`src/rtl/cpu_ctrl_pkg.sv`:
```
// Shared types and widths for the teaching-CPU run controller.
package cpu_ctrl_pkg;

    typedef enum logic [1:0] {
        HALT = 2'b00,
        RUN  = 2'b01,
        STEP = 2'b10,
        BRK  = 2'b11
    } state_e;

    localparam int PC_W  = 4;
    localparam int CNT_W = 8;

endpackage

```
`src/rtl/btn_debounce.sv`:
```
// Button conditioner: 2-flop synchronizer, debounce counter, rising-edge press pulse.
module btn_debounce #(
    parameter int DB_CYCLES = 50_000
) (
    input  logic clk,
    input  logic reset,
    input  logic btn_raw,
    output logic level,
    output logic press
);

    localparam int CW = $clog2(DB_CYCLES + 1);

    logic          sync1_q, sync2_q;
    logic          level_q, level_d;
    logic          press_q, press_d;
    logic [CW-1:0] cnt_q, cnt_d;

    // Counter tracks consecutive samples that disagree with the accepted level.
    always_comb begin
        level_d = level_q;
        press_d = 1'b0;
        cnt_d   = '0;
        if (sync2_q != level_q) begin
            if (cnt_q == CW'(DB_CYCLES - 1)) begin
                level_d = sync2_q;
                press_d = sync2_q;
            end else begin
                cnt_d = cnt_q + 1'b1;
            end
        end
    end

    always_ff @(posedge clk) begin
        if (!reset) begin
            sync1_q <= 1'b0;
            sync2_q <= 1'b0;
            level_q <= 1'b0;
            press_q <= 1'b0;
            cnt_q   <= '0;
        end else begin
            sync1_q <= btn_raw;
            sync2_q <= sync1_q;
            level_q <= level_d;
            press_q <= press_d;
            cnt_q   <= cnt_d;
        end
    end

    assign level = level_q;
    assign press = press_q;

endmodule

```
`src/rtl/cpu_run_ctrl.sv`:
```
// Run/halt/step/breakpoint controller producing the CPU clock-enable.
// Breakpoint support is built only when CPU_RUN_CTRL_BREAKPOINT_EN is defined.
module cpu_run_ctrl
    import cpu_ctrl_pkg::*;
#(
    parameter int RATE      = 1_000_000,
    parameter int DB_CYCLES = 50_000
) (
    input  logic             clk,
    input  logic             reset,
    input  logic             run_btn,
    input  logic             step_btn,
    input  logic [PC_W-1:0]  pc,
    input  logic [PC_W-1:0]  bp_addr,
    input  logic             bp_valid,
    output logic             cpu_en,
    output logic [1:0]       state,
    output logic             halted,
    output logic [CNT_W-1:0] step_cnt
);

    localparam int DIV_W = (RATE > 1) ? $clog2(RATE) : 1;

    logic run_press, step_press;
    logic run_lvl_unused, step_lvl_unused;

    btn_debounce #(.DB_CYCLES(DB_CYCLES)) u_run_db (
        .clk     (clk),
        .reset   (reset),
        .btn_raw (run_btn),
        .level   (run_lvl_unused),
        .press   (run_press)
    );

    btn_debounce #(.DB_CYCLES(DB_CYCLES)) u_step_db (
        .clk     (clk),
        .reset   (reset),
        .btn_raw (step_btn),
        .level   (step_lvl_unused),
        .press   (step_press)
    );

    state_e             state_q, state_d;
    logic [DIV_W-1:0]   div_q, div_d;
    logic               en_q, en_d;
    logic [CNT_W-1:0]   cnt_q, cnt_d;
    logic               tick;
    logic               bp_hit;

`ifdef CPU_RUN_CTRL_BREAKPOINT_EN
    logic skip_q, skip_d;
    assign bp_hit = bp_valid && (pc == bp_addr) && !skip_q;
`else
    logic unused_bp;
    assign unused_bp = ^{bp_addr, bp_valid, pc};
    assign bp_hit    = 1'b0;
`endif

    assign tick = (state_q == RUN) && (div_q == DIV_W'(RATE - 1));

    // Run press always takes priority over a step press in the same cycle.
    always_comb begin
        state_d = state_q;
        div_d   = div_q;
        en_d    = 1'b0;
        cnt_d   = cnt_q + CNT_W'(en_q);
`ifdef CPU_RUN_CTRL_BREAKPOINT_EN
        skip_d  = skip_q;
`endif
        case (state_q)
            HALT: begin
                div_d = '0;
                if (run_press) begin
                    state_d = RUN;
                end else if (step_press) begin
                    state_d = STEP;
                    en_d    = 1'b1;
                end
            end
            STEP: begin
                state_d = HALT;
            end
            RUN: begin
                div_d = tick ? '0 : div_q + 1'b1;
                if (run_press) begin
                    state_d = HALT;
                    div_d   = '0;
                end else if (tick) begin
                    if (bp_hit) begin
                        state_d = BRK;
                    end else begin
                        en_d = 1'b1;
`ifdef CPU_RUN_CTRL_BREAKPOINT_EN
                        skip_d = 1'b0;
`endif
                    end
                end
            end
            BRK: begin
`ifdef CPU_RUN_CTRL_BREAKPOINT_EN
                if (run_press) begin
                    state_d = RUN;
                    div_d   = '0;
                    skip_d  = 1'b1;
                end else if (step_press) begin
                    state_d = STEP;
                    en_d    = 1'b1;
                end
`else
                state_d = HALT;
`endif
            end
            default: state_d = HALT;
        endcase
    end

    always_ff @(posedge clk) begin
        if (!reset) begin
            state_q <= HALT;
            div_q   <= '0;
            en_q    <= 1'b0;
            cnt_q   <= '0;
`ifdef CPU_RUN_CTRL_BREAKPOINT_EN
            skip_q  <= 1'b0;
`endif
        end else begin
            state_q <= state_d;
            div_q   <= div_d;
            en_q    <= en_d;
            cnt_q   <= cnt_d;
`ifdef CPU_RUN_CTRL_BREAKPOINT_EN
            skip_q  <= skip_d;
`endif
        end
    end

    assign cpu_en   = en_q;
    assign state    = state_q;
    assign halted   = (state_q != RUN);
    assign step_cnt = cnt_q;

endmodule

```
`config.mk`:
```
export PLATFORM = sky130hd
export DESIGN_NAME = cpu_run_ctrl
export DESIGN_NICKNAME = d
export VERILOG_FILES = /design/src/rtl/cpu_ctrl_pkg.sv /design/src/rtl/btn_debounce.sv /design/src/rtl/cpu_run_ctrl.sv
export SDC_FILE = /design/constraint.sdc
export NUM_CORES = 1
export LEC_CHECK = 0
export ABC_CLOCK_PERIOD_IN_PS = 1800
export CAP_MARGIN = 20
export CORE_MARGIN = 5
export CORE_UTILIZATION = 45
export CTS_BUF_LIST = sky130_fd_sc_hd__clkbuf_4
export CTS_CLUSTER_DIAMETER = 40
export DETAILED_ROUTE_END_ITERATION = 8
export PLACE_DENSITY = 0.78
export SLEW_MARGIN = 20
export SYNTH_ARGS = -nofsm -noshare
export SYNTH_HDL_FRONTEND = slang
export SYNTH_HIERARCHICAL = 1
export SYNTH_SLANG_ARGS = --single-unit
```
`constraint.sdc`:
```
create_clock -name clk -period 1.8 [get_ports clk]
set_input_delay 0.27 -clock clk [delete_from_list [all_inputs] [get_ports clk]]
set_output_delay 0.27 -clock clk [all_outputs]
set_load 0.01 [all_outputs]
```
==> results.ini <==
[run_status]
status=complete, no violations

[worst_setup_path]
endpoint_kind=flip-flop
cp.required_ps=2130
cp.arrival_ps=2090
path_max_fanout=10
path_class=flip-flop to flip-flop
startpoint_type=flip-flop

[drt]
wl_um=6240
viasPerCell=5.26
wl_per_cell_um=12.5
drtAntennaViolNets=0
drc=0
via_count=2627
drtPass1Iterations=4
drt-initial-drc-count=90

[synth]
synth-edff-count=0
synth_top_cell_area_share_pct=43.6
syn-num-nets=371
yosysWarnings=6
synth.distinct_cells=51
syn-cell-area_um2=3260
syn_area_per_cell_um2=9.24
seq_area_frac_synth_pct=43.6
syn_inst=353
synth_top_area_cell=dfxtp_1
synth_area_leaders=dfxtp_1, xnor2_1, nor2_1
async_flop_share_pct=0
ys_ff_latch=71
ys.flop_type=dfxtp_1

[clock_tree]
clk_pin_slew_worst_paths_ps=130
cts_tree=done
clockBufferDepth=2
cts_num_sinks=71
cts_made_buffers=9
clkLatencyLatePin_ps=430
root_buffer=clkbuf_4
cts_max_level=3

[place]
place_congestion=0.839
dpl.hpwl_um=4540
io_buffers=15
pre_cts_slack_ps=-89.3

[final_layout]
final_common_cell=dfxtp_1
drive_above_1_share_pct=16.0
final_cell_mix=dfxtp_1, nor2_1, nand3_1, xnor2_1, buf_4
layout.nets=413
area_delta_synth_final_pct=17.2
fin_util_pct=53.5
n_fill_cell=671
antenna_cells=0

[timing]
fin_crit_ps=1760
clock_skew_ps=20.6
max_freq_mhz=568
hold_viol=0
setup_ws_ps=39.0
hold_slack_ps=414
worstMarginPinSlew_ps=334
finalCritPeriodShare_pct=97.8
maxSlewViolCount=0
finalSetupViolCount=0
timing.setup.tns_ps=0
slew_headroom_pct=77.4

[floorplanning]
dieArea_um2=9050
core_area_um2=7140
die_w_um=95.1
io_pins=25
start_util_pct=45.7
die_y_um=95.1
rows=31

[grt]
antenna_found_initial=0
track_usage_pct=15.4
grt_pass1_wl_um=11000
grt_max_degree=19
grt_pass1_vias=2480
grt.overflow.total=0

[power_and_ir_drop]
peakVddDrop_mv=0.498
powerDensity_nw_per_um2=688
p_leak_nw=1.38

[min_path]
hold_path.class=input port to flip-flop

[job]
max-cap-violations=0

## cells in the mapped netlist, types with 4 or more instances
master and count:
dfxtp_1 71, nor2_1 44, nand3_1 30, xnor2_1 29, nand2_1 16, and2_1 14, a21oi_1 12, inv_1 9
nor3_1 9, xor2_1 9, and3_1 8, a31oi_1 6, mux2i_1 6, nor2b_1 6, nor4_1 6, a22o_1 5
ha_1 5, o21ai_0 5, a21boi_0 4, nand2b_1 4, nand4_1 4, nor4bb_1 4, o31ai_1 4
## worst paths after layout
check | depth (start not counted) | to | start | slack (ps)
max reg2reg | 7 | div_q[18] | div_q[1] | 40
max | 7 | div_q[18] | div_q[1] | 40
min | 2 | u_step_db/sync1_q | step_btn | 410
min reg2reg | 1 | u_run_db/sync2_q | u_run_db/sync1_q | 450
## area by class of cell
type	count	area, um2	share of cell area, %
multi-input cells	265	1770	46.3
flip-flops and latches	71	1430	37.4
repair buffers	39	328	8.58
well taps	99	124	3.24
clock inverters	7	71.3	1.87
clock buffers	9	67.6	1.77
inverters	9	33.8	0.884
## power by group
group,internal (mW),switching [mW],leakage (nW)
combinational,0.0171,0.0187,0.722
clock,0.334,0.677,0.0788
sequential,1.58,0.00353,0.575
## metrics by stage
| step | instances | cell area [um2] | power (mW) |
|---|---|---|---|
| floorplan | 353 | 3260 | 1.63 |
| global placement | 482 | 3660 | 1.65 |
| detailed placement | 482 | 3660 | 1.65 |
| CTS | 498 | 3800 | 2.67 |
| global route | 499 | 3820 | 2.75 |
| finish | 499 | 3820 | 2.63 |
## logic make-up after synthesis
| group | count (synthesis) | share of synthesized area [%] |
|---|---|---|
| multiplexers | 6 | 1.84 |
| flip-flops | 71 | 43.6 |
| buffers and inverters | 17 | 2.42 |
| AND/OR/NAND/NOR | 175 | 31.7 |
| AO/OA/AOI/OAI | 41 | 8.37 |
| XOR/XNOR | 38 | 10.2 |
| adder cells (fa/ha/maj) | 5 | 1.92 |
## registers in the layout, indices dropped and copies added, names as in the netlist, 2 cells and up
register and flops:
div_q 20, u_run_db/cnt_q 16, u_step_db/cnt_q 16, step_cnt 8, state 2
## routing by layer
metal / global-route usage, % / vias up / wire length, um
met1: 18.8 / 1240 / 2830
met2: 25.6 / 35 / 3100
li1: - / 1341 / -
met4: 7.21 / 0 / 126
met3: 3.39 / 11 / 180
met5: 0 / - / 0
## critical path, stage by stage, from the launching register on
cell and delay (ps):
dfxtp_1 350, ha_1 170, and4_4 270, and4_4 250, a21oi_4 80, buf_4 170, a21o_1 160, a22o_1 220
## timing repair
item                       4_1_cts  5_1_grt
pin swaps                        0        1
buffers inserted                 0        1
setup endpoints to repair        4        6
gates resized for setup          3        7
hold buffers                     0        0
(Power assumes the default switching activity.)
